## config.mk

```make
export PLATFORM = sky130hd
export DESIGN_NAME = ro_puf_sequencer_flat
export DESIGN_NICKNAME = d
export VERILOG_FILES = /design/src/rtl/ro_puf_sequencer_pkg.sv /design/src/rtl/ro_puf_sequencer_if.sv /design/src/rtl/ro_window_timer.sv /design/src/rtl/ro_puf_sequencer.sv /design/src/flat_wrapper.sv
export SDC_FILE = /design/constraint.sdc
export NUM_CORES = 1
export LEC_CHECK = 0
export BUFFER_PORTS_ARGS = -buffer_cell sky130_fd_sc_hd__buf_4
export CAP_MARGIN = 20
export CORE_MARGIN = 3
export CORE_UTILIZATION = 50
export DETAILED_ROUTE_END_ITERATION = 16
export PLACE_DENSITY = 0.75
export SYNTH_ARGS = -nofsm -noshare
export SYNTH_HDL_FRONTEND = slang
export SYNTH_HIERARCHICAL = 1
export SYNTH_SLANG_ARGS = --single-unit
```

## constraint.sdc

```tcl
create_clock -name i_clk -period 2.2 [get_ports i_clk]
set_input_delay 0.44 -clock i_clk [delete_from_list [all_inputs] [get_ports i_clk]]
set_output_delay 0.44 -clock i_clk [all_outputs]
set_load 0.02 [all_outputs]
```

## src/rtl/ro_puf_sequencer_pkg.sv

```systemverilog
// Shared types and default parameters for the RO-PUF challenge sequencer.
package ro_puf_sequencer_pkg;

  localparam int DEF_WINDOW = 16;
  localparam int DEF_SETTLE = 2;
  localparam int DEF_CW     = 4;
  localparam int DEF_NCH    = 4;

  typedef enum logic [2:0] {
    ST_IDLE    = 3'd0,
    ST_CLEAR   = 3'd1,
    ST_RUN     = 3'd2,
    ST_SETTLE  = 3'd3,
    ST_CAPTURE = 3'd4,
    ST_FINISH  = 3'd5
  } state_t;

  function automatic int max_int(input int a, input int b);
    return (a > b) ? a : b;
  endfunction

endpackage

```

## src/rtl/ro_puf_sequencer_if.sv

```systemverilog
// Handshake and datapath signals between system logic, the counter block and the sequencer.
interface ro_puf_sequencer_if
  import ro_puf_sequencer_pkg::*;
#(
  parameter int CW  = DEF_CW,
  parameter int NCH = DEF_NCH
);
  localparam int SW = (NCH > 1) ? $clog2(NCH) : 1;

  logic           start;
  logic [CW-1:0]  count1;
  logic [CW-1:0]  count2;
  logic           en;
  logic           ctr_reset;
  logic [SW-1:0]  s;
  logic           busy;
  logic           done;
  logic           valid;
  logic [NCH-1:0] response;
  logic [NCH-1:0] tie;

  modport master (
    output start, count1, count2,
    input  en, ctr_reset, s, busy, done, valid, response, tie
  );

  modport slave (
    input  start, count1, count2,
    output en, ctr_reset, s, busy, done, valid, response, tie
  );

endinterface

```

## src/rtl/ro_window_timer.sv

```systemverilog
// Loadable down-counter; expired is high once the loaded count has run down to zero.
module ro_window_timer #(
  parameter int TW = 5
) (
  input  logic          i_clk,
  input  logic          i_rst,
  input  logic          i_load,
  input  logic [TW-1:0] i_value,
  output logic          o_expired
);

  logic [TW-1:0] r_count;

  // Load takes priority; otherwise count down and hold at zero.
  always_ff @(posedge i_clk or posedge i_rst) begin
    if (i_rst) begin
      r_count <= {TW{1'b0}};
    end else if (i_load) begin
      r_count <= i_value;
    end else if (r_count != {TW{1'b0}}) begin
      r_count <= r_count - {{(TW-1){1'b0}}, 1'b1};
    end
  end

  assign o_expired = (r_count == {TW{1'b0}});

endmodule

```

## src/rtl/ro_puf_sequencer.sv

```systemverilog
// RO-PUF challenge sweep controller: clear, enable window, settle and compare for every mux select.
module ro_puf_sequencer
  import ro_puf_sequencer_pkg::*;
#(
  parameter int WINDOW = DEF_WINDOW,
  parameter int SETTLE = DEF_SETTLE,
  parameter int CW     = DEF_CW,
  parameter int NCH    = DEF_NCH
) (
  input logic              i_clk,
  input logic              i_rst,
  ro_puf_sequencer_if.slave io_bus
);

  localparam int SW = (NCH > 1) ? $clog2(NCH) : 1;
  localparam int TW = $clog2(max_int(WINDOW, SETTLE)) + 1;

  state_t         r_state;
  logic           r_en;
  logic           r_ctr_reset;
  logic [SW-1:0]  r_sel;
  logic           r_busy;
  logic           r_done;
  logic           r_valid;
  logic [NCH-1:0] r_response;
  logic [NCH-1:0] r_tie;
  logic [NCH-1:0] r_sh_resp;
  logic [NCH-1:0] r_sh_tie;

  logic [CW-1:0]  w_count1;
  logic [CW-1:0]  w_count2;
  logic           w_gt;
  logic           w_eq;
  logic [NCH-1:0] w_resp_next;
  logic [NCH-1:0] w_tie_next;
  logic           w_tmr_load;
  logic [TW-1:0]  w_tmr_value;
  logic           w_expired;

  assign w_count1 = io_bus.count1;
  assign w_count2 = io_bus.count2;
  assign w_gt     = (w_count2 > w_count1);
  assign w_eq     = (w_count2 == w_count1);

  // Shadow vectors with the current challenge's compare result merged in.
  always_comb begin
    w_resp_next        = r_sh_resp;
    w_tie_next         = r_sh_tie;
    w_resp_next[r_sel] = w_gt;
    w_tie_next[r_sel]  = w_eq;
  end

  // Timer reload: enable window on leaving CLEAR, settle window on leaving RUN.
  always_comb begin
    w_tmr_load  = 1'b0;
    w_tmr_value = {TW{1'b0}};
    case (r_state)
      ST_CLEAR: begin
        w_tmr_load  = 1'b1;
        w_tmr_value = TW'(WINDOW - 1);
      end
      ST_RUN: begin
        if (w_expired) begin
          w_tmr_load  = 1'b1;
          w_tmr_value = TW'(SETTLE - 1);
        end else begin
          w_tmr_load  = 1'b0;
          w_tmr_value = {TW{1'b0}};
        end
      end
      default: begin
        w_tmr_load  = 1'b0;
        w_tmr_value = {TW{1'b0}};
      end
    endcase
  end

  ro_window_timer #(.TW(TW)) u_timer (
    .i_clk     (i_clk),
    .i_rst     (i_rst),
    .i_load    (w_tmr_load),
    .i_value   (w_tmr_value),
    .o_expired (w_expired)
  );

  // Sweep FSM; every output is set on the edge that enters the state it belongs to.
  // FINISH samples start like IDLE so a held start yields back-to-back sweeps.
  always_ff @(posedge i_clk or posedge i_rst) begin
    if (i_rst) begin
      r_state     <= ST_IDLE;
      r_en        <= 1'b0;
      r_ctr_reset <= 1'b1;
      r_sel       <= {SW{1'b0}};
      r_busy      <= 1'b0;
      r_done      <= 1'b0;
      r_valid     <= 1'b0;
      r_response  <= {NCH{1'b0}};
      r_tie       <= {NCH{1'b0}};
      r_sh_resp   <= {NCH{1'b0}};
      r_sh_tie    <= {NCH{1'b0}};
    end else begin
      case (r_state)
        ST_IDLE, ST_FINISH: begin
          r_done      <= 1'b0;
          r_en        <= 1'b0;
          r_ctr_reset <= 1'b1;
          if (io_bus.start) begin
            r_state   <= ST_CLEAR;
            r_sel     <= {SW{1'b0}};
            r_valid   <= 1'b0;
            r_busy    <= 1'b1;
            r_sh_resp <= {NCH{1'b0}};
            r_sh_tie  <= {NCH{1'b0}};
          end else begin
            r_state <= ST_IDLE;
            r_busy  <= 1'b0;
          end
        end
        ST_CLEAR: begin
          r_state     <= ST_RUN;
          r_ctr_reset <= 1'b0;
          r_en        <= 1'b1;
        end
        ST_RUN: begin
          if (w_expired) begin
            r_state <= ST_SETTLE;
            r_en    <= 1'b0;
          end
        end
        ST_SETTLE: begin
          if (w_expired) begin
            r_state <= ST_CAPTURE;
          end
        end
        ST_CAPTURE: begin
          r_sh_resp <= w_resp_next;
          r_sh_tie  <= w_tie_next;
          if (r_sel == SW'(NCH - 1)) begin
            r_state    <= ST_FINISH;
            r_response <= w_resp_next;
            r_tie      <= w_tie_next;
            r_done     <= 1'b1;
            r_valid    <= 1'b1;
          end else begin
            r_state     <= ST_CLEAR;
            r_sel       <= r_sel + SW'(1);
            r_ctr_reset <= 1'b1;
          end
        end
        default: begin
          r_state     <= ST_IDLE;
          r_en        <= 1'b0;
          r_ctr_reset <= 1'b1;
          r_busy      <= 1'b0;
          r_done      <= 1'b0;
        end
      endcase
    end
  end

  assign io_bus.en        = r_en;
  assign io_bus.ctr_reset = r_ctr_reset;
  assign io_bus.s         = r_sel;
  assign io_bus.busy      = r_busy;
  assign io_bus.done      = r_done;
  assign io_bus.valid     = r_valid;
  assign io_bus.response  = r_response;
  assign io_bus.tie       = r_tie;

endmodule

```

## src/flat_wrapper.sv

```systemverilog
// flat-port wrapper written by rule: the top's interface ports become plain ports
module ro_puf_sequencer_flat import ro_puf_sequencer_pkg::*;
#(
  parameter int WINDOW = DEF_WINDOW,
  parameter int SETTLE = DEF_SETTLE,
  parameter int CW     = DEF_CW,
  parameter int NCH    = DEF_NCH
)
  (i_clk, i_rst, io_bus_start, io_bus_count1, io_bus_count2, io_bus_en, io_bus_ctr_reset, io_bus_s, io_bus_busy, io_bus_done, io_bus_valid, io_bus_response, io_bus_tie);
  ro_puf_sequencer_if #(.CW(CW), .NCH(NCH)) io_bus_i ();
  input logic i_clk;
  input logic i_rst;
  input wire logic [$bits(io_bus_i.start)-1:0] io_bus_start;
  input wire logic [$bits(io_bus_i.count1)-1:0] io_bus_count1;
  input wire logic [$bits(io_bus_i.count2)-1:0] io_bus_count2;
  output wire logic [$bits(io_bus_i.en)-1:0] io_bus_en;
  output wire logic [$bits(io_bus_i.ctr_reset)-1:0] io_bus_ctr_reset;
  output wire logic [$bits(io_bus_i.s)-1:0] io_bus_s;
  output wire logic [$bits(io_bus_i.busy)-1:0] io_bus_busy;
  output wire logic [$bits(io_bus_i.done)-1:0] io_bus_done;
  output wire logic [$bits(io_bus_i.valid)-1:0] io_bus_valid;
  output wire logic [$bits(io_bus_i.response)-1:0] io_bus_response;
  output wire logic [$bits(io_bus_i.tie)-1:0] io_bus_tie;
  assign io_bus_i.start = io_bus_start;
  assign io_bus_i.count1 = io_bus_count1;
  assign io_bus_i.count2 = io_bus_count2;
  assign io_bus_en = io_bus_i.en;
  assign io_bus_ctr_reset = io_bus_i.ctr_reset;
  assign io_bus_s = io_bus_i.s;
  assign io_bus_busy = io_bus_i.busy;
  assign io_bus_done = io_bus_i.done;
  assign io_bus_valid = io_bus_i.valid;
  assign io_bus_response = io_bus_i.response;
  assign io_bus_tie = io_bus_i.tie;
  ro_puf_sequencer #(.WINDOW(WINDOW), .SETTLE(SETTLE), .CW(CW), .NCH(NCH)) u_core (.i_clk(i_clk), .i_rst(i_rst), .io_bus(io_bus_i));
endmodule
```

# Word level (Yosys, flattened, before mapping)
# Cells that the tools add are included.
dict set report classes {
  n_lt_le_gt_ge 3
  n_mux 31
  add_sub_neg 2
  n_eq_ne 12
  bitwise 3
  n_reduce_logical 19
}
# operator n
set ops {}
lappend ops {{4-bit one-hot mux with 2 select lines} 2}
lappend ops {{3-bit one-hot mux with 5 select lines} 1}
lappend ops {{2-bit AND reduction} 6}
lappend ops {{5-bit 2-to-1 mux} 2}
lappend ops {{5-bit one-hot mux with 2 select lines} 1}
lappend ops {{1-bit 2-to-1 mux} 9}
lappend ops {{3-bit 2-to-1 mux} 3}
lappend ops {{4-bit bitwise mux} 2}
lappend ops {{2-bit inequality test (second input constant)} 4}
lappend ops {{1-bit one-hot mux with 2 select lines} 4}
lappend ops {{3-bit by 2-bit equality test with 1-bit output (second input constant)} 2}
lappend ops {{3-bit equality test (second input constant)} 2}
lappend ops {{1-bit one-hot mux with 3 select lines} 2}
lappend ops {{3-bit AND reduction} 2}
lappend ops {{2-bit OR reduction} 3}
lappend ops {{5-bit zero test} 1}
lappend ops {{5-bit nonzero test} 1}
lappend ops {{5-bit by 1-bit subtractor with 5-bit output (second input constant)} 1}
lappend ops {{4-bit equality test} 1}
lappend ops {{4-bit > comparator} 1}
lappend ops {{2-bit 2-to-1 mux} 2}
lappend ops {{4-bit 2-to-1 mux} 1}
lappend ops {{2-bit one-hot mux with 2 select lines} 1}
lappend ops {{2-bit nonzero test} 2}
lappend ops {{other kinds (12)} 14}
dict set report totals {
  output_inout_bits 15
  elab_cells 82
  in_bits 11
  register_bits 31
}

# Logic depth before layout (Yosys ltp)
# Gate-level depths: netlist of run 1.
dict set report logic_depth {
  word_depth 6
  ltp_mapped 9
  mapped_depth_nobuf 8
}

# Cells and area by module
# Netlist of run 1, hierarchy kept.
# mod cells_per_inst seq_area_each_um2 area_per_inst_um2 instances
set modules_own_cells {}
lappend modules_own_cells {ro_puf_sequencer 126 601.8 1312.5 1}
lappend modules_own_cells {ro_window_timer 28 125.1 282.8 1}

# Worst setup path before layout of run 1
# OpenSTA, ideal clock, no wires.
dict set report synth_timing {
  path_type {reg-to-reg}
  start {reg u_core.u_timer.r_count[0]}
  end {reg u_core.u_timer.r_count[4]}
  t_required_ns 2.062
  setup_ns 0.138
  stages_incl_launch_ff 9
  t_arrival_ns 1.971
  synth_period_minus_slack_ns 2.109
  slack_ns 0.091
  n_path_buf 1
  path_cell_list {dfrtp_1 > inv_1 > ha_1 > nor4b_4 > inv_1 > or3_1 > a21oi_1 > clkbuf_1 > o21ai_0}
}
dict set report synth_between {
  elab_chain_cells 4
  elab_cells_between_ends 8
  cone_classes {1 x add/sub; 4 x mux; 3 x reduce/logical}
}
# element line_no
set synth_rtl {}
lappend synth_rtl {{from (decl)} ro_window_timer.sv:12} ;# logic [TW-1:0] r_count;
lappend synth_rtl {{from (signal assigned)} ro_window_timer.sv:17} ;# r_count <= {TW{1'b0}};
lappend synth_rtl {{from (signal assigned)} ro_window_timer.sv:19} ;# r_count <= i_value;
lappend synth_rtl {{from (signal assigned)} ro_window_timer.sv:21} ;# r_count <= r_count - {{(TW-1){1'b0}}, 1'b1};
lappend synth_rtl {{5-bit zero test (*)} ro_window_timer.sv:25} ;# assign o_expired = (r_count == {TW{1'b0}});
lappend synth_rtl {{via u_core.w_expired} ro_puf_sequencer.sv:38} ;# logic w_expired;
lappend synth_rtl {{1-bit 2-to-1 mux (*)} ro_puf_sequencer.sv:63} ;# if (w_expired) begin
lappend synth_rtl {{1-bit one-hot mux with 2 select lines (*)} ro_puf_sequencer.sv:57} ;# case (r_state)
lappend synth_rtl {{via u_core.w_tmr_load} ro_puf_sequencer.sv:36} ;# logic w_tmr_load;
lappend synth_rtl {{5-bit 2-to-1 mux or 2-bit nonzero test (tied branches)} -}
# Mark *: on every way through the listed nets, which the timed path passes. The rest lies on a longest branch. The select of a mux whose other input is x is not followed.
# A chain may end at the register's enable or synchronous reset.

# Worst setup path in the final report of run 1
dict set report layout_timing {
  start {reg u_core.u_timer.r_count[0]}
  end {reg u_core.u_timer.r_count[3]}
}
# Same word-level chain as after synthesis.

==> qor.yml, run 1 <==
outcome:
  status: "complete, no violations"
logic_synthesis:
  synth_top_cells_by_area: "dfrtp_1 44%, ha_1 7.1%, o21ai_0 4.4%, nand2_1 3.8%, inv_1 3.1%"
  syn_avg_cell_area_um2: 10.36
  synth_edf_count: 0
  yosysMostFrequentCell: "dfrtp_1"
  synthArstFlopShare: 1.000
  ys_seq_area_frac: 0.4557
  synthFlopType: "dfrtp_1"
  syn_inst: 154
  yosysUniqueCellTypes: 41
  ys_warn_count: 6
  synthTopCellsByCount: "28 x dfrtp_1, 16 x nand2_1, 14 x o21ai_0"
  synth_nets: 174
  synth_top_area_frac: 0.4392
  yosysTopAreaCell: "dfrtp_1"
  syn_area_um2: 1595
  ys_ff_latch: 29
clock_tree:
  cts_buffers: 5
  clk_pin_slew_worst_paths_ns: 0.09
  cts.sinks: 29
  cts_tree: "done"
  postCtsSetupBuffers: 0
  root_buffer: "clkbuf_4"
  clockBufferDepth: 2
  worst_skew_pair.late_latency_ns: 0.33
  htreeDepth: 2
sta:
  tightest_slew_ns: 0.4938
  slew_viol_final: 0
  period_share: 0.8575
  worst_clock_skew_ns: 0.01265
  fin_crit_ns: 1.886
  fin_setup_tns_ns: 0
  final-hold-violation-count: 0
  rsz0062_at_grt: "false"
  setup_violations: 0
  clock.fmax_ghz: 0.5301
  slew_headroom: 0.6689
  holdWs_ns: 0.4573
placement:
  gp_congestion: 0.7426
  port_buffers: 25
  hpwlAfterDp_um: 2575
layout:
  nets: 206
  diodes: 0
  syn_to_final_growth_pct: 19.84
  layout-drive-gt1-share: 0.2513
  fill_cells: 250
detailed_routing:
  drc: 0
  drt_iter0_markers: 30
  wire_per_inst_um: 14.77
  vias: 1257
  ant_nets: 0
  vias_per_cell: 5.489
  wirelength_um: 3383
  dr.pass1.iters: 4
hold_path:
  hp-class: "in -> reg"
  min_from: "io_bus_start"
critical_path:
  cp.required_ns: 2.44
  arrival_ns: 2.12
  endpoint_kind: "register"
  crit_fanout: 11
  crit_type: "reg -> reg"
  startpoint: "u_core/u_timer/r_count[0]"
  crit_path_start_kind: "register"
  timing.rr.start: "u_core/u_timer/r_count[0]"
global_route:
  grt_max_degree: 25
  grt-ovfl-total: 0
  grt_pass1_wl_um: 5796
  antenna_found_initial: 0
  grt_pass1_vias: 1297
  grt_use_total: 0.1898
floorplan:
  start_util: 0.5500
  placementRows: 19
  die_y_um: 62.49
  dieArea_um2: 3904
  die_x_um: 62.49
  num_io_pins: 26
  core-area_um2: 2900
power_and_ir_drop:
  leakagePower_uw: 0.0009075
  irDropWorstVdd_mv: 0.7707
  p_per_area_nw_per_um2: 1048
job:
  drv_cap: 0
flip-flops by register name, indices dropped and copies added (netlist names):
register / cells
u_core/io_bus.en: 1
u_core/io_bus.tie: 4
u_core/r_sh_tie: 3
u_core/io_bus.ctr_reset: 1
u_core/io_bus.busy: 1
u_core/r_sh_resp: 3
u_core/r_state: 3
u_core/u_timer/r_count: 5
u_core/io_bus.done: 1
u_core/io_bus.valid: 1
u_core/io_bus.response: 4
u_core/io_bus.s: 2
per-layer routing:
metal,global-route usage,part of all wire,up-vias
li1,-,-,606
met1,0.2217,0.41,601
met2,0.3276,0.50,43
met3,0.03777,0.059,7
met4,0.09917,0.022,0
met5,0,0,-
final timing paths:
| kind | to | slack (ns) | cells past startpoint |
|---|---|---|---|
| worst min register to register | u_core/io_bus.tie[3] | 0.48 | 1 |
| worst max register to register | u_core/u_timer/r_count[3] | 0.31 | 9 |
| worst max-delay path | u_core/u_timer/r_count[3] | 0.31 | 9 |
| max in group asynchronous | u_core/io_bus.ctr_reset | 1.19 | 4 |
| min in group asynchronous | u_core/u_timer/r_count[1] | 0.56 | 3 |
| worst min-delay path | u_core/io_bus.busy | 0.46 | 3 |
final cells by class:
type / count / area [um^2] / share of cell area
well taps: 42 / 52.55 / 0.02749
clock buffers: 7 / 65.06 / 0.03403
clock inverters: 1 / 5.005 / 0.002618
repair buffers: 31 / 235.2 / 0.1230
inverters: 13 / 48.80 / 0.02552
flip-flops and latches: 29 / 726.9 / 0.3802
multi-input cells: 106 / 778.2 / 0.4071
metrics by stage:
| step | total power [uW] | cells | instance area (um^2) | util | setup slack [ns] |
|---|---|---|---|---|---|
| floorplan | 1389 | 154 | 1595 | - | 0.09127 |
| global placement | 1590 | 220 | 1832 | 0.6316 | 0.3974 |
| detailed placement | 1649 | 220 | 1832 | 0.6316 | 0.3304 |
| CTS | 2021 | 229 | 1912 | 0.6592 | 0.3313 |
| global route | 2152 | 229 | 1912 | 0.6592 | 0.1523 |
| finish | 2003 | 229 | 1912 | 0.6592 | 0.3135 |
placed cells by master (no fill, tap or decap), types with 4 or more instances in the layout:
| master | count |
|---|---|
| dfrtp_1 | 28 |
| nor3b_1 | 4 |
| ha_1 | 9 |
| nand2_1 | 16 |
| mux2i_1 | 4 |
| nor2_1 | 8 |
| o31ai_1 | 4 |
| buf_4 | 30 |
| clkbuf_4 | 5 |
| a22o_1 | 4 |
| o21ai_0 | 14 |
| xnor2_1 | 4 |
| inv_1 | 13 |
kinds of logic (layout without fill, tap and decap cells):
family,count (synthesis),count (layout),synth area share
simple gates,44,44,0.1584
compound gates,42,42,0.1953
mux,6,6,0.03922
flops,29,29,0.4557
fa+ha+maj,9,9,0.07059
xor+xnor,4,4,0.02196
buf+inv,19,52,0.05647
other cells,1,1,0.002351
repair_timing:
action,4_1_cts,5_1_grt
hold buffers,1,0
endpoints found under the hold margin,5,0
gates resized for setup,0,0
critical path: stages (launching register included):
cell and delay, ns:
dfrtp_1 0.39, inv_1 0.09, ha_1 0.21, nor4b_4 0.25
inv_1 0.09, or3_1 0.31, a21oi_1 0.14, buf_4 0.18
nand2_1 0.06, o31ai_1 0.08
power breakdown:
group / switching [uW] / total (uW) / leakage [uW] / internal [uW]
registers: 134 / 798 / 0.000362 / 664
clock network: 183 / 368 / 0.0000413 / 185
logic: 451 / 837 / 0.000504 / 387
Power figures use the tool's default switching activity.
==> run 2, diff against run 1 <==
--- a/config.mk
+++ b/config.mk
@@ -8,10 +8,9 @@
 export BUFFER_PORTS_ARGS = -buffer_cell sky130_fd_sc_hd__buf_4
 export CAP_MARGIN = 20
 export CORE_MARGIN = 3
-export CORE_UTILIZATION = 50
+export CORE_UTILIZATION = 49
 export DETAILED_ROUTE_END_ITERATION = 16
-export PLACE_DENSITY = 0.75
+export PLACE_DENSITY = 0.74
 export SYNTH_ARGS = -nofsm -noshare
 export SYNTH_HDL_FRONTEND = slang
-export SYNTH_HIERARCHICAL = 1
 export SYNTH_SLANG_ARGS = --single-unit
==> qor.yml, run 2 <==
power_and_ir_drop:
  irDropWorstVdd_mv: 0.4069
  leakagePower_uw: 0.0008757
  p_comb_frac: 0.061
  clock_power_share: 0.385
  p_seq_frac: 0.554
  p_switching_uw: 227.0
  switching_share: 0.2314
  p_per_area_nw_per_um2: 548.2
  internal_power_uw: 753.8
critical_path:
  crit_type: "reg -> reg"
  arrival_ns: 1.91
  crit_fanout: 19
  endpoint_kind: "register"
  rrSetupSlack_ns: 0.51
  crit_path_start_kind: "register"
  cp.required_ns: 2.42
clock_tree:
  hold_buffers: 0
  clk_pin_slew_worst_paths_ns: 0.09
  postCtsSetupBuffers: 0
  htreeDepth: 2
  cts_tree: "done"
  clockBufferDepth: 2
  worst_skew_pair.late_latency_ns: 0.34
  root_buffer: "clkbuf_4"
  ctsResizeCount: 0
  cts_buffers: 5
  cts.sinks: 29
detailed_routing:
  wirelength_um: 3092
  drc: 0
  drt_iter0_markers: 77
  vias_per_cell: 5.782
  dr.pass1.iters: 4
  vias: 1191
  ant_nets: 0
  wire_per_inst_um: 15.01
logic_synthesis:
  ys_warn_count: 0
  syn_inst: 145
  synthFlopType: "dfrtp_1"
  synthArstFlopShare: 1.000
  synth_top_area_frac: 0.4620
  syn_area_um2: 1516
  yosysMostFrequentCell: "dfrtp_1"
  synth_nets: 165
  synth_top_cells_by_area: "dfrtp_1 46%, ha_1 7.4%, nand2_1 3.7%, inv_1 3.2%, a22o_1 2.9%"
  yosysTopAreaCell: "dfrtp_1"
  syn_avg_cell_area_um2: 10.46
  yosysUniqueCellTypes: 39
  synth_edf_count: 0
  ys_seq_area_frac: 0.4794
  synthTopCellsByCount: "28 x dfrtp_1, 15 x nand2_1, 13 x inv_1"
  ys_ff_latch: 29
floorplan:
  placementRows: 19
  core-area_um2: 2853
  dieArea_um2: 3798
  start_util: 0.5316
  die_y_um: 61.63
  num_io_pins: 26
  die_x_um: 61.63
global_route:
  grt_pass1_vias: 1205
  grt_max_degree: 30
  grt-ovfl-total: 0
  grt_pass1_wl_um: 5209
  antenna_found_initial: 0
  grt_use_total: 0.1893
layout:
  design_area_um2: 1789
  regMostFlops: "u_core.u_timer.r_count"
  syn_to_final_growth_pct: 17.99
  layout_commonest_cell: "dfrtp_1"
  fill_cells: 233
  postLayoutCoreUtil: 0.6272
  largest_reg_flops: 5
  nets: 194
  layout_common_cells: "28 x dfrtp_1, 26 x buf_4, 15 x nand2_1, 13 x inv_1, 9 x ha_1"
  diodes: 0
  layout-drive-gt1-share: 0.2457
placement:
  dp_slack_ns: 0.4203
  port_buffers: 25
  hpwlAfterDp_um: 2288
  place_area_um2: 1719
  gp_congestion: 0.8575
sta:
  period_share: 0.7690
  setup_ws_ns: 0.5081
  setup_violations: 0
  worst_clock_skew_ns: 0.004005
  fin_setup_tns_ns: 0
  slew_headroom: 0.7410
  slew_viol_final: 0
  final-hold-violation-count: 0
  tightest_slew_ns: 0.3885
  fin_crit_ns: 1.692
  clock.fmax_ghz: 0.5911
  rsz0062_at_grt: "false"
outcome:
  status: "complete, no violations"
job:
  drv_cap: 0
hold_path:
  hp-class: "in -> async"
run 2: metrics by stage:
step | total power [uW] | hold slack [ns] | std cells
after floorplan | 588.5 | 0.4579 | 145
after global placement | 611.5 | 0.4700 | 198
after detailed placement | 614.7 | 0.4723 | 198
after CTS | 990.9 | 0.1707 | 206
after global routing | 1031 | 0.1773 | 206
final | 980.8 | 0.1664 | 206
run 2: area by class of cell:
| cell class | count | area [um^2] | share of cell area |
|---|---|---|---|
| clock buffer | 7 | 65.06 | 0.03636 |
| clock inverter | 1 | 5.005 | 0.002797 |
| inverter | 13 | 48.80 | 0.02727 |
| multi-input combinational | 99 | 709.4 | 0.3965 |
| sequential | 29 | 726.9 | 0.4063 |
| tap | 31 | 38.79 | 0.02168 |
| timing repair buffer | 26 | 195.2 | 0.1091 |
run 2: layer usage:
| metal | global-route usage | routed length (um) | up-vias |
|---|---|---|---|
| li1 | - | - | 579 |
| met1 | 0.2228 | 1321 | 580 |
| met2 | 0.3109 | 1589 | 26 |
| met3 | 0.06918 | 132 | 6 |
| met4 | 0.07879 | 48 | 0 |
| met5 | 0 | 0 | - |
run 2: power groups by stage:
stage	registers, uW	clock network, uW	logic [uW]
2_1_floorplan	552	0	36.1
3_3_place_gp	554	0	58.0
3_5_place_dp	553	0	61.5
4_1_cts	543	387	61.5
5_1_grt	544	419	68.5
6_report	543	378	60.0
run 2: cell families (layout without fill, tap and decap cells):
kind of cell / after synthesis / after routing / synth area share
AO/OA/AOI/OAI: 43 / 43 / 0.1988
XOR/XNOR: 2 / 2 / 0.01155
adder cells (fa/ha/maj): 9 / 9 / 0.07426
buffers and inverters: 17 / 47 / 0.05280
flip-flops: 29 / 29 / 0.4794
multiplexers: 5 / 5 / 0.03465
AND/OR/NAND/NOR: 40 / 40 / 0.1485
run 2: final timing paths:
path                                                start                        end  cells after the start
worst min-delay path                                i_rst         u_core.r_sh_tie[2]                      3
worst max register to register          u_core.r_state[0]  u_core.io_bus.response[2]                      3
max in group asynchronous                           i_rst    u_core.io_bus.ctr_reset                      3
min in group i_clk                           io_bus_start        u_core.io_bus.valid                      4
worst min register to register  u_core.io_bus.response[3]  u_core.io_bus.response[3]                      1
worst max-delay path                    u_core.r_state[0]  u_core.io_bus.response[2]                      3
run 2: worst max-delay path: stages (launching register included):
cell     delay (ns)
dfrtp_1        0.52
nor3b_4        0.33
nand2_2        0.29
a221o_1        0.43
==> run 3, diff against run 2 <==
==> constraint.sdc (replaced) <==
create_clock -name i_clk -period 1.5 [get_ports i_clk]
set_input_delay 0.3 -clock i_clk [delete_from_list [all_inputs] [get_ports i_clk]]
set_output_delay 0.3 -clock i_clk [all_outputs]
set_load 0.02 [all_outputs]
==> qor.yml, run 3 (same netlist as run 2, synthesis figures left out) <==
detailed_routing:
  wl_met1_um: 1390
  drt_iter0_markers: 77
  vias_per_cell: 5.596
  vias: 1220
  top_signal_layer_used: "met4"
  ant_nets: 0
  dr.pass1.iters: 4
  drc: 0
  wirelength_um: 3110
  wl_met2_um: 1512
  wire_per_inst_um: 14.27
  wl_met3_um: 145
sta:
  period_share: 1.025
  final-hold-violation-count: 0
  fin_crit_ns: 1.538
  rsz0062_at_grt: "true"
  slew_headroom: 0.7602
  worst_clock_skew_ns: 0.01070
  setup_ws_ns: -0.03789
  tightest_slew_ns: 0.3597
  clock.fmax_ghz: 0.6502
  setup_violations: 4
  slew_viol_final: 0
clock_tree:
  cts.sinks: 29
  cts_buffers: 5
  root_buffer: "clkbuf_4"
  clk_pin_slew_worst_paths_ns: 0.10
  worst_skew_pair.late_latency_ns: 0.34
  htreeDepth: 2
  clockBufferDepth: 2
  cts_tree: "done"
critical_path:
  startpoint: "u_core.u_timer.r_count[1]"
  timing.rr.start: "u_core.u_timer.r_count[1]"
  crit_path_start_kind: "register"
  arrival_ns: 1.78
  crit_type: "reg -> reg"
  cp.required_ns: 1.74
  r2r_cells: 6
  rrSetupSlack_ns: -0.04
  worstSetupEndpoint: "u_core.r_state[1]"
  endpoint_kind: "register"
  crit_fanout: 8
  r2r-end: "u_core.r_state[1]"
hold_path:
  hp-class: "in -> async"
outcome:
  violations: "negative setup slack"
  status: "complete, but fails checks"
power_and_ir_drop:
  leakagePower_uw: 0.0009530
  p_seq_frac: 0.506
  finalPower_uw: 1574
  p_switching_uw: 339.1
  clock_power_share: 0.435
  irDropWorstVdd_mv: 0.5090
  p_per_area_nw_per_um2: 827.1
  internal_power_uw: 1235
  switching_share: 0.2154
  p_comb_frac: 0.059
layout:
  regMostFlops: "u_core.u_timer.r_count"
  layout_commonest_cell: "buf_4"
  seqCellArea_um2: 726.9
  multi_input_area_um2: 714.4
  largest_reg_flops: 5
  fill_cells: 220
  layout-drive-gt1-share: 0.2941
  nets: 206
  layout_common_cells: "38 x buf_4, 28 x dfrtp_1, 15 x nand2_1, 13 x inv_1, 9 x ha_1"
  syn_to_final_growth_pct: 25.50
  diodes: 0
placement:
  gp_congestion: 0.9133
  dp_slack_ns: -0.1366
  hpwlAfterDp_um: 2357
  port_buffers: 25
floorplan:
  dieArea_um2: 3798
  num_io_pins: 26
  start_util: 0.5316
  die_y_um: 61.63
  core-area_um2: 2853
  die_x_um: 61.63
  placementRows: 19
job:
  drv_cap: 0
global_route:
  grt-ovfl-total: 0
  antenna_found_initial: 0
  grt_pass1_vias: 1204
  grt_max_degree: 30
  grt_pass1_wl_um: 5264
  grt_use_total: 0.1906
run 3: cell count changes in the layout (fill, tap and decap cells not counted), sizes merged:
cell,before,now
buf,26,38
bufinv,0,1
clkbuf,7,6
clkinv,1,0
clkinvlp,0,1
run 3: repair_timing:
item | 4_1_cts | 5_1_grt
pin swaps | 0 | 1
gates resized for setup | 0 | 1
setup buffers | 0 | 1
hold buffers | 0 | 0
setup endpoints to repair | 4 | 20
run 3: area by class of cell:
| class | instances | share of cell area |
|---|---|---|
| sequential | 29 | 0.3820 |
| multi-input combinational | 99 | 0.3754 |
| timing repair buffer | 38 | 0.1499 |
| clock buffer | 6 | 0.02696 |
| inverter | 13 | 0.02564 |
| tap | 31 | 0.02038 |
| clock inverter | 2 | 0.01972 |
run 3: layer usage:
metal / vias up / track usage
met3: 7 / 0.05870
met1: 590 / 0.2280
met2: 25 / 0.3109
met5: - / 0
li1: 598 / -
met4: 0 / 0.09091
run 3: worst min path at each step:
stage	startpoint	slack [ns]	end	cells after the start
2_1_floorplan	i_rst	0.38	u_core.io_bus.busy	1
3_3_place_gp	i_rst	0.39	u_core.io_bus.tie[0]	3
3_5_place_dp	i_rst	0.39	u_core.io_bus.tie[2]	3
4_1_cts	i_rst	0.02	u_core.io_bus.tie[2]	3
5_1_grt	i_rst	0.03	u_core.io_bus.tie[3]	3
6_report	i_rst	0.02	u_core.u_timer.r_count[2]	3
run 3: worst max-delay path: stages (launching register included):
cell and delay [ns]:
dfrtp_1 0.40, inv_1 0.06, ha_1 0.15, or3b_4 0.42, nor2_8 0.15, nand2_1 0.09, o21a_1 0.17
run 3: power groups by stage:
stage,clock network (uW),registers (uW),logic [uW]
final,685,796,92.5
after global routing,731,798,105
after CTS,703,796,95.2
after detailed placement,0,812,94.9
after global placement,0,812,90.2
after floorplan,0,810,52.9
run 3: through the flow:
step / std cells / hold slack (ns) / cell area [um^2] / utilization / TNS [ns]
detailed placement: 209 / 0.3931 / 1802 / 0.6316 / -0.8563
global placement: 209 / 0.3880 / 1802 / 0.6316 / -0.4662
CTS: 217 / 0.01564 / 1891 / 0.6627 / -0.1230
floorplan: 145 / 0.3774 / 1516 / - / 0
finish: 218 / 0.01509 / 1903 / 0.6671 / -0.1059
global route: 218 / 0.03069 / 1903 / 0.6671 / -0.8671
